==> src/rtl/gfx_bus_master_if.sv <==
// Command, read-return and adapter bus signals of the graphics register bus master.
interface gfx_bus_master_if;
    logic       cmd_valid;
    logic       cmd_ready;
    logic       cmd_we;
    logic [3:0] cmd_rs;
    logic [7:0] cmd_wdata;
    logic       rd_valid;
    logic [3:0] rd_rs;
    logic [7:0] rd_data;
    logic       busy;
    logic       bus_clk_o;
    logic       bus_cs_n;
    logic [3:0] bus_rs;
    logic       bus_wren_n;
    logic [7:0] bus_data_o;
    logic       bus_data_oe;
    logic [7:0] bus_data_i;

    // Bus master side
    modport master (
        input  cmd_valid, cmd_we, cmd_rs, cmd_wdata, bus_data_i,
        output cmd_ready, rd_valid, rd_rs, rd_data, busy,
        output bus_clk_o, bus_cs_n, bus_rs, bus_wren_n, bus_data_o, bus_data_oe
    );

    // Command source / adapter side
    modport slave (
        output cmd_valid, cmd_we, cmd_rs, cmd_wdata, bus_data_i,
        input  cmd_ready, rd_valid, rd_rs, rd_data, busy,
        input  bus_clk_o, bus_cs_n, bus_rs, bus_wren_n, bus_data_o, bus_data_oe
    );
endinterface

==> src/rtl/gfx_bus_master.sv <==
// Host-side initiator for the graphics adapter register bus: queues register read/write
// commands and plays them out one per phase-clock period on cs_n/rs/wren_n/data.
module gfx_bus_master #(
    parameter int unsigned HALF       = 25,  // clk cycles per phase half period, >= 4
    parameter int unsigned HOLD_CYC   = 2,   // hold after phase fall, 1 <= HOLD_CYC < HALF
    parameter int unsigned FIFO_DEPTH = 4    // power of 2, >= 2
) (
    input  logic             clk,
    input  logic             rst_n,
    gfx_bus_master_if.master io_bus
);
    localparam int unsigned DIV_W = $clog2(HALF);
    localparam int unsigned PTR_W = $clog2(FIFO_DEPTH);
    localparam int unsigned CNT_W = $clog2(FIFO_DEPTH + 1);

    typedef struct packed {
        logic       we;
        logic [3:0] rs;
        logic [7:0] wdata;
    } cmd_t;

    typedef enum logic [1:0] {StIdle, StSetup, StStrobe} state_e;

    // Phase generator
    logic [DIV_W-1:0] r_div_cnt;
    logic             r_bus_clk;
    logic             w_div_wrap;
    logic             w_rise;
    logic             w_load_pt;
    logic             w_last_high;

    // Command FIFO
    cmd_t             r_fifo_mem [FIFO_DEPTH];
    logic [PTR_W-1:0] r_wr_ptr;
    logic [PTR_W-1:0] r_rd_ptr;
    logic [CNT_W-1:0] r_count;
    logic             w_cmd_ready;
    logic             w_fifo_nempty;
    logic             w_push;
    cmd_t             w_cmd_in;
    cmd_t             w_head;

    // Control
    state_e           r_state;
    state_e           w_state_d;
    logic             w_pop;
    logic             w_release;
    logic             w_capture;

    // Registered bus and read-return outputs
    logic             r_bus_cs_n;
    logic [3:0]       r_bus_rs;
    logic             r_bus_wren_n;
    logic [7:0]       r_bus_data_o;
    logic             r_bus_data_oe;
    logic             r_rd_valid;
    logic [3:0]       r_rd_rs;
    logic [7:0]       r_rd_data;

    assign w_div_wrap  = (r_div_cnt == DIV_W'(HALF - 1));
    assign w_rise      = w_div_wrap && !r_bus_clk;
    assign w_last_high = w_div_wrap && r_bus_clk;
    assign w_load_pt   = !r_bus_clk && (r_div_cnt == DIV_W'(HOLD_CYC - 1));

    // Free-running phase clock: toggles every HALF clks
    always_ff @(posedge clk or negedge rst_n) begin
        if (!rst_n) begin
            r_div_cnt <= '0;
            r_bus_clk <= 1'b0;
        end else if (w_div_wrap) begin
            r_div_cnt <= '0;
            r_bus_clk <= ~r_bus_clk;
        end else begin
            r_div_cnt <= r_div_cnt + DIV_W'(1);
        end
    end

    assign w_cmd_ready   = (r_count != CNT_W'(FIFO_DEPTH));
    assign w_fifo_nempty = (r_count != '0);
    assign w_push        = io_bus.cmd_valid && w_cmd_ready;
    assign w_cmd_in      = '{we: io_bus.cmd_we, rs: io_bus.cmd_rs, wdata: io_bus.cmd_wdata};
    assign w_head        = r_fifo_mem[r_rd_ptr];

    // FIFO storage; entries need no reset since occupancy gates every read
    always_ff @(posedge clk) begin
        if (w_push) begin
            r_fifo_mem[r_wr_ptr] <= w_cmd_in;
        end
    end

    // FIFO pointers and occupancy; simultaneous push and pop leave the count unchanged
    always_ff @(posedge clk or negedge rst_n) begin
        if (!rst_n) begin
            r_wr_ptr <= '0;
            r_rd_ptr <= '0;
            r_count  <= '0;
        end else begin
            if (w_push) begin
                r_wr_ptr <= r_wr_ptr + PTR_W'(1);
            end
            if (w_pop) begin
                r_rd_ptr <= r_rd_ptr + PTR_W'(1);
            end
            if (w_push && !w_pop) begin
                r_count <= r_count + CNT_W'(1);
            end else if (!w_push && w_pop) begin
                r_count <= r_count - CNT_W'(1);
            end
        end
    end

    // FSM state register
    always_ff @(posedge clk or negedge rst_n) begin
        if (!rst_n) begin
            r_state <= StIdle;
        end else begin
            r_state <= w_state_d;
        end
    end

    // FSM next state; STROBE persists through the hold window until the load point
    always_comb begin
        w_state_d = r_state;
        unique case (r_state)
            StIdle: begin
                if (w_load_pt && w_fifo_nempty) begin
                    w_state_d = StSetup;
                end
            end
            StSetup: begin
                if (w_rise) begin
                    w_state_d = StStrobe;
                end
            end
            StStrobe: begin
                if (w_load_pt) begin
                    w_state_d = w_fifo_nempty ? StSetup : StIdle;
                end
            end
            default: w_state_d = StIdle;
        endcase
    end

    // FSM control outputs: pop/load, bus release and read capture strobes
    always_comb begin
        w_pop     = 1'b0;
        w_release = 1'b0;
        w_capture = 1'b0;
        unique case (r_state)
            StIdle: begin
                w_pop = w_load_pt && w_fifo_nempty;
            end
            StSetup: begin
                w_pop = 1'b0;
            end
            StStrobe: begin
                // wren_n high marks the in-flight command as a read
                w_capture = w_last_high && r_bus_wren_n;
                w_pop     = w_load_pt && w_fifo_nempty;
                w_release = w_load_pt && !w_fifo_nempty;
            end
            default: begin
                w_pop = 1'b0;
            end
        endcase
    end

    // Bus output registers; rs and data_o keep their last value after release
    always_ff @(posedge clk or negedge rst_n) begin
        if (!rst_n) begin
            r_bus_cs_n    <= 1'b1;
            r_bus_rs      <= '0;
            r_bus_wren_n  <= 1'b1;
            r_bus_data_o  <= '0;
            r_bus_data_oe <= 1'b0;
        end else if (w_pop) begin
            r_bus_cs_n    <= 1'b0;
            r_bus_rs      <= w_head.rs;
            r_bus_wren_n  <= ~w_head.we;
            r_bus_data_o  <= w_head.wdata;
            r_bus_data_oe <= w_head.we;
        end else if (w_release) begin
            r_bus_cs_n    <= 1'b1;
            r_bus_wren_n  <= 1'b1;
            r_bus_data_oe <= 1'b0;
        end
    end

    // Read return: sample on the last clk of phase high, pulse rd_valid the next clk
    always_ff @(posedge clk or negedge rst_n) begin
        if (!rst_n) begin
            r_rd_valid <= 1'b0;
            r_rd_rs    <= '0;
            r_rd_data  <= '0;
        end else begin
            r_rd_valid <= w_capture;
            if (w_capture) begin
                r_rd_rs   <= r_bus_rs;
                r_rd_data <= io_bus.bus_data_i;
            end
        end
    end

    assign io_bus.cmd_ready   = w_cmd_ready;
    assign io_bus.busy        = w_fifo_nempty || (r_state != StIdle);
    assign io_bus.rd_valid    = r_rd_valid;
    assign io_bus.rd_rs       = r_rd_rs;
    assign io_bus.rd_data     = r_rd_data;
    assign io_bus.bus_clk_o   = r_bus_clk;
    assign io_bus.bus_cs_n    = r_bus_cs_n;
    assign io_bus.bus_rs      = r_bus_rs;
    assign io_bus.bus_wren_n  = r_bus_wren_n;
    assign io_bus.bus_data_o  = r_bus_data_o;
    assign io_bus.bus_data_oe = r_bus_data_oe;

endmodule
==> src/flat_wrapper.sv <==
// flat-port wrapper written by rule: the top's interface ports become plain ports
module gfx_bus_master_flat 
#(
    parameter int unsigned HALF       = 25,                                           
    parameter int unsigned HOLD_CYC   = 2,                                                 
    parameter int unsigned FIFO_DEPTH = 4                       
)
  (clk, rst_n, io_bus_cmd_valid, io_bus_cmd_we, io_bus_cmd_rs, io_bus_cmd_wdata, io_bus_bus_data_i, io_bus_cmd_ready, io_bus_rd_valid, io_bus_rd_rs, io_bus_rd_data, io_bus_busy, io_bus_bus_clk_o, io_bus_bus_cs_n, io_bus_bus_rs, io_bus_bus_wren_n, io_bus_bus_data_o, io_bus_bus_data_oe);
  gfx_bus_master_if io_bus_i ();
  input  logic clk;
  input  logic rst_n;
  input wire logic [$bits(io_bus_i.cmd_valid)-1:0] io_bus_cmd_valid;
  input wire logic [$bits(io_bus_i.cmd_we)-1:0] io_bus_cmd_we;
  input wire logic [$bits(io_bus_i.cmd_rs)-1:0] io_bus_cmd_rs;
  input wire logic [$bits(io_bus_i.cmd_wdata)-1:0] io_bus_cmd_wdata;
  input wire logic [$bits(io_bus_i.bus_data_i)-1:0] io_bus_bus_data_i;
  output wire logic [$bits(io_bus_i.cmd_ready)-1:0] io_bus_cmd_ready;
  output wire logic [$bits(io_bus_i.rd_valid)-1:0] io_bus_rd_valid;
  output wire logic [$bits(io_bus_i.rd_rs)-1:0] io_bus_rd_rs;
  output wire logic [$bits(io_bus_i.rd_data)-1:0] io_bus_rd_data;
  output wire logic [$bits(io_bus_i.busy)-1:0] io_bus_busy;
  output wire logic [$bits(io_bus_i.bus_clk_o)-1:0] io_bus_bus_clk_o;
  output wire logic [$bits(io_bus_i.bus_cs_n)-1:0] io_bus_bus_cs_n;
  output wire logic [$bits(io_bus_i.bus_rs)-1:0] io_bus_bus_rs;
  output wire logic [$bits(io_bus_i.bus_wren_n)-1:0] io_bus_bus_wren_n;
  output wire logic [$bits(io_bus_i.bus_data_o)-1:0] io_bus_bus_data_o;
  output wire logic [$bits(io_bus_i.bus_data_oe)-1:0] io_bus_bus_data_oe;
  assign io_bus_i.cmd_valid = io_bus_cmd_valid;
  assign io_bus_i.cmd_we = io_bus_cmd_we;
  assign io_bus_i.cmd_rs = io_bus_cmd_rs;
  assign io_bus_i.cmd_wdata = io_bus_cmd_wdata;
  assign io_bus_i.bus_data_i = io_bus_bus_data_i;
  assign io_bus_cmd_ready = io_bus_i.cmd_ready;
  assign io_bus_rd_valid = io_bus_i.rd_valid;
  assign io_bus_rd_rs = io_bus_i.rd_rs;
  assign io_bus_rd_data = io_bus_i.rd_data;
  assign io_bus_busy = io_bus_i.busy;
  assign io_bus_bus_clk_o = io_bus_i.bus_clk_o;
  assign io_bus_bus_cs_n = io_bus_i.bus_cs_n;
  assign io_bus_bus_rs = io_bus_i.bus_rs;
  assign io_bus_bus_wren_n = io_bus_i.bus_wren_n;
  assign io_bus_bus_data_o = io_bus_i.bus_data_o;
  assign io_bus_bus_data_oe = io_bus_i.bus_data_oe;
  gfx_bus_master #(.HALF(HALF), .HOLD_CYC(HOLD_CYC), .FIFO_DEPTH(FIFO_DEPTH)) u_core (.clk(clk), .rst_n(rst_n), .io_bus(io_bus_i));
endmodule
==> config.mk <==
export PLATFORM = sky130hd
export DESIGN_NAME = gfx_bus_master_flat
export DESIGN_NICKNAME = d
export VERILOG_FILES = /design/src/rtl/gfx_bus_master_if.sv /design/src/rtl/gfx_bus_master.sv /design/src/flat_wrapper.sv
export SDC_FILE = /design/constraint.sdc
export NUM_CORES = 1
export LEC_CHECK = 0
export ABC_AREA = 1
export BUFFER_PORTS_ARGS = -buffer_cell sky130_fd_sc_hd__buf_2
export CAP_MARGIN = 20
export CORE_ASPECT_RATIO = 0.7
export CORE_UTILIZATION = 61
export CTS_CLUSTER_SIZE = 8
export DETAILED_ROUTE_END_ITERATION = 7
export PLACE_DENSITY_LB_ADDON = 0.05
export RECOVER_POWER = 100
export SLEW_MARGIN = 10
export SYNTH_ARGS = -nofsm -noshare
export SYNTH_HDL_FRONTEND = slang
export SYNTH_SLANG_ARGS = --single-unit
==> constraint.sdc <==
create_clock -name clk -period 5.4 [get_ports clk]
set_input_delay 0.81 -clock clk [delete_from_list [all_inputs] [get_ports clk]]
set_output_delay 0.81 -clock clk [all_outputs]
set_load 0.02 [all_outputs]
==> summary.md, run 1 <==
| Metric | Value |
|---|---|
| Status | finished with violations |
| Failing checks | DRC, capacitance limit, slew limit |
| Worst EP required | 5.64 ns |
| Crit path cell chain | inv_1, ha_1, nand2_1, nor2_1, nand2_1, ha_1, inv_1, fa_1, mux2_2 |
| Max_cap viols | 1 |
| CP Max Fanout | 14 |
| Fmax | 0.415 GHz |
| GR Util All Layers | 21.9% |
| Chip width | 97.8 um |
| Mapped Avg Cell Area | 10.9 um2 |
| First-pass GRT wire length | 11,200 um |
| Top layer in use | met4 |
| Die footprint | 6750 um2 |
| Synth unique cells | 27 |
| Largest delay share family, worst path | adder cells |
| Cts hold-fix bufs | 0 |
| Final Instance Count excl. Fillers | 499 |
| Max VDD drop | 0.000268 V |
| Worst-case clock buffer depth | 2 |
| Final Cycle Share | 44.6% |
| Commonest cells after routing, fill and taps aside | nand2_1 (91), nor2_1 (57), edfxtp_1 (52) |
| Placed Cells incl. Taps | 481 |
| HPWL after DPL | 4400 um |
| Height of the chip | 69.1 um |
| TritonCTS buffer count | 9 |
| Routed via count | 2,509 |
| H-Tree Depth | 3 |
| Met2 WL | 3040 um |
| CTS Root Cell | clkbuf_8 |
| IO Pins | 55 |
| Yosys warning count | 0 |
| Area Growth Syn to Fin | 10.9% |
| Synth Cell Area | 3920 um2 |
| Via-to-Cell Ratio | 5.03 |
| Router iterations before antenna repair | 8 |
| Layout cells sized above 1 | 7.13% |
| Routed wire length on met3 | 298 um |
| Post-synth net total | 393 |
| Critical-path top delay cell | fa_1 |
| Most area-hungry cell type in the Yosys netlist | edfxtp_1 |
| Reg clk slew, reported paths | 0.09 ns |
| Core Area | 6220 um2 |
| CP startpoint kind | flop |
| Pins over their slew limit | 44 |
| CTS tree | built |
| Critical path endpoint category | flop |
| Row count | 24 |
| WP buf/inv | 2 |
| Initial core utilization | 63.0% |
| WL met1 | 3350 um |
| Crit path arrival time | 2.65 ns |
| Nets | 450 |
| IO buf count | 54 |
| Residual DRC | 8 |
| Total leakage power | 1.80 nW |
| Resized cells post-CTS | 0 |
| Final GP Congestion | 0.752 |
| Rel. slew slack | -46.9% |
| Sequential share of the synthesized area | 67.4% |
| Syn Inst Count | 360 |
| Final hold violations | 0 |
| Top cells by area, synth | edfxtp_1 (40%), dfrtp_1 (26%), nand2_1 (8.5%) |
| Worst-skew pair later-pin latency | 0.35 ns |
| Num Clock Sinks | 95 |
| Number of setup violations in the final report | 0 |
| Unrepaired setup endpoints after global routing | false |
| Final Skew | 0.0125 ns |
| Largest net degree at the start of global routing | 44 |
| Share of the synthesized area in the top cell type | 39.9% |
| Pwr dens | 373 nW/um2 |
| Post-route ant nets | 0 |
| Clock period minus worst slack | 2.41 ns |
| Initial antenna violation count | 0 |
| Synth Register Bits | 95 |
| Iteration-0 DRC Markers | 166 |
| Critical path class | reg2reg |
| Max incr delay on CP | 0.42 ns |
| Final WL | 6770 um |
| Post-DR wirelength/cell | 13.6 um |
| Vias in the first global route | 2,382 |
| Post-CTS Setup Repair Bufs | 0 |
| Gr ovfl total | 0 |
| Commonest non-fill, non-tap cell in the layout | nand2_1 |
| Setup_tns | 0 ns |
| Hold/Removal Path Class | reg2reg |
| Worst-margin pin slew | 2.20 ns |
| ANT cells | 0 |
## worst min-delay path: cells and delay by family, from the launching register on
family	cells	cell delay (ns)
flip-flops	1	0.38
AND/OR/NAND/NOR	2	0.09
## power breakdown
group	internal, mW	total (mW)	switching [mW]
Combinational	0.0691	0.223	0.153
Clock	0.259	0.488	0.229
Sequential	0.875	0.909	0.0338
## metal layers
metal,track usage (%),vias to the layer above
li1,-,1277
met1,30.9,1160
met2,33.2,64
met3,5.88,8
met4,8.25,0
met5,0,-
## synth_stat cells (all sizes together)
cell and instances:
mux2 1, nor2 58, or3 1, buf 12, a21oi 3, o21ai 46, inv 30, ha 8
nand4 1, nand3 6, dfrtp 41, clkbuf 1, fa 1, xnor2 2, edfxtp 52, dfstp 2
nand2 91, xor2 4
## cell type report
class                           count  area, um2
Sequential cell                    95       2640
Fill cell                         497       1870
Multi-Input combinational cell    222       1040
Timing Repair Buffer               59        236
Clock buffer                       10        128
Inverter                           30        113
Tap cell                           78       97.6
Clock inverter                      5       83.8
## worst paths after layout
path                                                     from                                   end  slack [ns]  cells after the start
min reg2reg                u_core.io_bus.bus_cs_n$_DFFE_PN1P_    u_core.io_bus.bus_cs_n$_DFFE_PN1P_        0.47                      2
max                             u_core.r_div_cnt[1]$_DFF_PN0_         u_core.r_count[1]$_DFFE_PN0P_        2.99                      9
max in group asynchronous                               rst_n  u_core.io_bus.rd_data[3]$_DFFE_PN0P_        3.04                      1
max reg2reg                     u_core.r_div_cnt[1]$_DFF_PN0_         u_core.r_count[1]$_DFFE_PN0P_        2.99                      9
min                        u_core.io_bus.bus_cs_n$_DFFE_PN1P_    u_core.io_bus.bus_cs_n$_DFFE_PN1P_        0.47                      2
min in group asynchronous                               rst_n         u_core.r_div_cnt[2]$_DFF_PN0_        1.10                      1
## flip-flops by register name (all words and copies together) (netlist names)
register and cells:
u_core.io_bus.bus_data_oe 1, u_core.io_bus.bus_clk_o 1, u_core.io_bus.bus_wren_n 1, u_core.io_bus.rd_valid 1, u_core.r_div_cnt 5, u_core.io_bus.bus_data_o 8, u_core.r_count 3, u_core.io_bus.bus_rs 4
u_core.r_state 2, u_core.r_wr_ptr 2, u_core.r_rd_ptr 2, u_core.io_bus.rd_rs 4, u_core.io_bus.rd_data 8, u_core.io_bus.bus_cs_n 1, u_core.r_fifo_mem 52
## metrics by stage
step	hold WS [ns]	instance area, um2	util (%)	setup slack, ns	power [mW]
floorplan	0.477	3920	-	3.32	1.07
global placement	0.456	4200	67.6	3.06	1.14
detailed placement	0.455	4200	67.6	3.05	1.15
CTS	0.469	4410	71.0	3.05	1.63
global route	0.499	4340	69.9	2.52	1.70
finish	0.472	4340	69.9	2.99	1.62
## cell families (layout without fill, tap and decap cells)
kind of cell / count (synthesis) / after routing / synth area share (%)
XOR/XNOR: 6 / 6 / 1.53
multiplexers: 1 / 1 / 0.287
buffers and inverters: 43 / 104 / 5.40
AND/OR/NAND/NOR: 157 / 157 / 15.9
adder cells (fa/ha/maj): 9 / 9 / 3.07
AO/OA/AOI/OAI: 49 / 49 / 6.45
flip-flops: 95 / 95 / 67.4
No activity file was read; power rests on OpenSTA's default activity.
==> run 2: changes to the inputs <==
- CORE_UTILIZATION: 61 -> 57
- clock period: 5.4 -> 2.4 ns (I/O delays scaled with it)
==> summary.md, run 2 (synthesized netlist as in run 1, its figures left out) <==
| Metric | Value |
|---|---|
| Post-route ant nets | 0 |
| Crit path arrival time | 2.35 ns |
| Crit path cell chain | nor2_1, nand2_1, nand2_1, inv_1, ha_1, inv_1, fa_1, mux2_2 |
| Worst-skew pair later-pin latency | 0.36 ns |
| CP Max Fanout | 6 |
| Final instance area | 4350 um2 |
| Chip width | 101 um |
| Internal Power | 2.51 mW |
| Clock period minus worst slack | 2.09 ns |
| Max VDD drop | 0.000509 V |
| Final WL | 6960 um |
| Max incr delay on CP | 0.44 ns |
| Total leakage power | 1.81 nW |
| Resized cells post-CTS | 0 |
| Setup_tns | 0 ns |
| Final Skew | 0.0122 ns |
| Clock share of power | 27.1% |
| Initial core utilization | 61.0% |
| Critical-path top delay cell | dfrtp_1 |
| Routed via count | 2,554 |
| Critical path endpoint category | flop |
| R2r setup slk | 0.31 ns |
| Hold/Removal Path Class | in2async |
| Gr ovfl total | 0 |
| Largest net degree at the start of global routing | 44 |
| Unrepaired setup endpoints after global routing | false |
| Fmax | 0.478 GHz |
| Router iterations before antenna repair | 5 |
| Worst-margin pin slew | 0.934 ns |
| Core Area | 6430 um2 |
| H-Tree Depth | 3 |
| Area Growth Syn to Fin | 11.0% |
| Row count | 24 |
| Final Instance Count excl. Fillers | 516 |
| Die footprint | 7210 um2 |
| Max reg flops | 52 |
| Commonest cells after routing, fill and taps aside | nand2_1 (90), nor2_1 (56), edfxtp_1 (52) |
| Vias in the first global route | 2,436 |
| Commonest non-fill, non-tap cell in the layout | nand2_1 |
| Initial antenna violation count | 0 |
| Final GP Congestion | 0.781 |
| ANT cells | 0 |
| Status | finished clean |
| Worst Reg2Reg Path Length in Cells | 8 |
| Iteration-0 DRC Markers | 161 |
| Pwr dens | 805 nW/um2 |
| Worst-case clock buffer depth | 2 |
| Height of the chip | 71.4 um |
| Most flops, register | u_core.r_fifo_mem |
| Post-DR wirelength/cell | 13.5 um |
| CTS Root Cell | clkbuf_8 |
| Reg clk slew, reported paths | 0.10 ns |
| IO Pins | 55 |
| Nets | 453 |
| Placed Cells incl. Taps | 500 |
| Rel. slew slack | 37.8% |
| Max_cap viols | 0 |
| Sequential power share | 58.4% |
| Final hold violations | 0 |
| CP startpoint kind | flop |
| IO buf count | 54 |
| First-pass GRT wire length | 11,500 um |
| HPWL after DPL | 4540 um |
| Layout cells sized above 1 | 8.24% |
| Cts hold-fix bufs | 0 |
| Pins over their slew limit | 0 |
| Placed cell areas | 4260 um2 |
| GR Util All Layers | 21.7% |
| Residual DRC | 0 |
| Critical path class | reg2reg |
| CTS tree | built |
| Via-to-Cell Ratio | 4.95 |
| TritonCTS buffer count | 9 |
| Sw Ratio | 28.1% |
| Number of setup violations in the final report | 0 |
| Power share of the combinational group | 14.5% |
| Num Clock Sinks | 95 |
| Worst EP required | 2.65 ns |
| NetSw | 984 uW |
| Post-CTS Setup Repair Bufs | 0 |
| Final Cycle Share | 87.2% |
==> run 2: routing by layer <==
metal | GRT usage, % | up-vias | wire length [um]
met4 | 6.28 | 0 | 36
met1 | 29.7 | 1194 | 3440
met2 | 33.7 | 74 | 3050
li1 | - | 1284 | -
met5 | 0 | - | 0
met3 | 6.93 | 2 | 433
==> run 2: worst max-delay path: cells and delay by family (launching register included) <==
kind          cells  cell delay, ns
fa+ha+maj         2            0.59
simple gates      3            0.50
flops             1            0.44
mux               1            0.27
buf+inv           2            0.20
==> run 2: per-stage QoR <==
| step | util, % | setup WS (ns) | hold WS [ns] | power [mW] |
|---|---|---|---|---|
| after floorplan | - | 0.330 | 0.0644 | 2.41 |
| after global placement | 66.3 | 0.438 | 0.450 | 2.59 |
| after detailed placement | 66.3 | 0.344 | 0.453 | 2.61 |
| after CTS | 69.1 | 0.331 | 0.149 | 3.56 |
| after global routing | 67.7 | 0.121 | 0.176 | 3.69 |
| final | 67.7 | 0.307 | 0.118 | 3.50 |
==> run 2: worst paths after layout <==
kind                                                         start                                    to
min in group clk                              io_bus_bus_data_i[6]  u_core.io_bus.rd_data[6]$_DFFE_PN0P_
max in group asynchronous                                    rst_n  u_core.io_bus.rd_data[1]$_DFFE_PN0P_
worst max-delay path                 u_core.r_count[0]$_DFFE_PN0P_         u_core.r_count[1]$_DFFE_PN0P_
worst min register to register  u_core.io_bus.bus_cs_n$_DFFE_PN1P_    u_core.io_bus.bus_cs_n$_DFFE_PN1P_
worst min-delay path                                         rst_n         u_core.r_count[2]$_DFFE_PN0P_
worst max register to register       u_core.r_count[0]$_DFFE_PN0P_         u_core.r_count[1]$_DFFE_PN0P_
==> run 2: area by class of cell <==
| cell class | count | area (um2) |
|---|---|---|
| tap | 91 | 114 |
| inverter | 30 | 113 |
| timing repair buffer | 62 | 256 |
| clock buffer | 9 | 124 |
| fill | 572 | 2080 |
| multi-input combinational | 222 | 1050 |
| clock inverter | 7 | 55.1 |
| sequential | 95 | 2640 |
==> run 2: power groups by stage <==
| stage | sequential [mW] | combinational [mW] | clock [mW] |
|---|---|---|---|
| 2_1_floorplan | 2.07 | 0.338 | 0 |
| 3_3_place_gp | 2.07 | 0.520 | 0 |
| 3_5_place_dp | 2.08 | 0.536 | 0 |
| 4_1_cts | 2.04 | 0.541 | 0.979 |
| 5_1_grt | 2.07 | 0.581 | 1.05 |
| 6_report | 2.04 | 0.507 | 0.948 |
==> run 3: changes to the inputs <==
- RECOVER_POWER: 100 -> unset
==> summary.md, run 3 (synthesized netlist as in run 1, its figures left out) <==
| Metric | Value |
|---|---|
| Status | finished clean |
| Area Growth Syn to Fin | 13.4% |
| Post-CTS Setup Repair Bufs | 0 |
| Gr ovfl total | 0 |
| Largest net degree at the start of global routing | 44 |
| Number of setup violations in the final report | 0 |
| Iteration-0 DRC Markers | 155 |
| IO buf count | 54 |
| Max_cap viols | 0 |
| Hold/Removal Path Class | in2async |
| Worst-case clock buffer depth | 2 |
| Crit path arrival time | 2.32 ns |
| Initial core utilization | 61.0% |
| Critical path endpoint category | flop |
| Residual DRC | 0 |
| Clock share of power | 26.9% |
| Routed via count | 2,568 |
| Final WL | 6950 um |
| Cts hold-fix bufs | 0 |
| Height of the chip | 71.4 um |
| Initial antenna violation count | 0 |
| Critical path class | reg2reg |
| Max reg flops | 52 |
| GR Util All Layers | 21.7% |
| Chip width | 101 um |
| Post-DR wirelength/cell | 13.5 um |
| Core Area | 6430 um2 |
| First-pass GRT wire length | 11,500 um |
| R2r setup slk | 0.34 ns |
| Most flops, register | u_core.r_fifo_mem |
| Rel. slew slack | 37.3% |
| Final GP Congestion | 0.781 |
| Layout cells sized above 1 | 21.4% |
| Worst EP required | 2.65 ns |
| Die footprint | 7210 um2 |
| Router iterations before antenna repair | 4 |
| CTS Root Cell | clkbuf_8 |
| Via-to-Cell Ratio | 4.98 |
| TritonCTS buffer count | 9 |
| Seq. cell area | 2640 um2 |
| Setup_tns | 0 ns |
| Clock period minus worst slack | 2.06 ns |
| Unrepaired setup endpoints after global routing | false |
| Multi-input gate area | 1070 um2 |
| Power share of the combinational group | 15.2% |
| Fin util | 69.1% |
| Sw Ratio | 28.1% |
| CTS tree | built |
| Total leakage power | 1.95 nW |
| Row count | 24 |
| Final Cycle Share | 85.8% |
| Reg clk slew, reported paths | 0.10 ns |
| Resized cells post-CTS | 0 |
| IO Pins | 55 |
| Pwr dens | 794 nW/um2 |
| ANT cells | 0 |
| Vias in the first global route | 2,436 |
| Final instance area | 4440 um2 |
| Fmax | 0.485 GHz |
| Fillers | 534 |
| Worst-skew pair later-pin latency | 0.36 ns |
| CP Max Fanout | 6 |
| Placed cell areas | 4260 um2 |
| Worst-margin pin slew | 0.940 ns |
| NetSw | 992 uW |
| Pins over their slew limit | 0 |
| Internal Power | 2.54 mW |
| Nets | 453 |
| H-Tree Depth | 3 |
| Sequential power share | 57.9% |
| Final Skew | 0.0113 ns |
| CP startpoint kind | flop |
| Post-route ant nets | 0 |
| Commonest non-fill, non-tap cell in the layout | nand2_1 |
| Max VDD drop | 0.000507 V |
| HPWL after DPL | 4540 um |
| Num Clock Sinks | 95 |
| Commonest cells after routing, fill and taps aside | nand2_1 (89), nor2_1 (54), buf_2 (54) |
| Final hold violations | 0 |
[run 3: cell count changes in the layout (fill, tap and decap cells not counted), moves of 2 or more]
cell | previous run | this run
buf_4 | 3 | 8
inv_1 | 30 | 28
nor2_1 | 56 | 54
inv_2 | 0 | 2
o21ai_0 | 46 | 43
clkbuf_1 | 49 | 0
buf_2 | 10 | 54
nor2_2 | 2 | 4
o21ai_2 | 0 | 2
[run 3: metal layers]
layer	track usage (%)	vias to the layer above	share of wire, %
li1	-	1285	-
met2	33.7	74	44
met4	6.28	0	0.99
met3	6.93	8	5.4
met1	29.7	1201	50
met5	0	-	0
[run 3: worst max-delay path, stage by stage (launching register included)]
cell and delay [ns]:
dfrtp_1 0.45, nor2_2 0.17, nand2_1 0.09, nand2_1 0.18
inv_1 0.10, ha_1 0.18, inv_1 0.10, fa_1 0.41
mux2_2 0.27
[run 3: path summary, 6_finish.rpt]
kind,startpoint,end,cells past startpoint
hold / removal,rst_n,u_core.r_count[2]$_DFFE_PN0P_,1
setup / recovery,u_core.r_count[0]$_DFFE_PN0P_,u_core.r_count[1]$_DFFE_PN0P_,8
max in group asynchronous,rst_n,u_core.io_bus.rd_data[1]$_DFFE_PN0P_,1
min in group clk,io_bus_bus_data_i[6],u_core.io_bus.rd_data[6]$_DFFE_PN0P_,3
setup reg to reg,u_core.r_count[0]$_DFFE_PN0P_,u_core.r_count[1]$_DFFE_PN0P_,8
hold reg to reg,u_core.io_bus.bus_cs_n$_DFFE_PN1P_,u_core.io_bus.bus_cs_n$_DFFE_PN1P_,2
[run 3: power by group through the flow]
| stage | combinational (mW) | clock [mW] | sequential [mW] |
|---|---|---|---|
| 2_1_floorplan | 0.338 | 0 | 2.07 |
| 3_3_place_gp | 0.520 | 0 | 2.07 |
| 3_5_place_dp | 0.536 | 0 | 2.08 |
| 4_1_cts | 0.541 | 0.979 | 2.04 |
| 5_1_grt | 0.610 | 1.05 | 2.06 |
| 6_report | 0.536 | 0.949 | 2.04 |
[run 3: stage by stage]
| step | total power [mW] | hold slack, ns | setup WS (ns) | instances |
|---|---|---|---|---|
| 2_1_floorplan | 2.41 | 0.0644 | 0.330 | 360 |
| 3_3_place_gp | 2.59 | 0.450 | 0.438 | 500 |
| 3_5_place_dp | 2.61 | 0.453 | 0.344 | 500 |
| 4_1_cts | 3.56 | 0.149 | 0.331 | 516 |
| 5_1_grt | 3.72 | 0.176 | 0.173 | 516 |
| 6_report | 3.53 | 0.128 | 0.340 | 516 |
[run 3: area by class of cell]
type	instances	area share [%]
Timing Repair Buffer	62	7.44
Inverter	30	2.54
Tap cell	91	2.56
Clock buffer	9	2.79
Clock inverter	7	1.24
Sequential cell	95	59.4
Multi-Input combinational cell	222	24.0
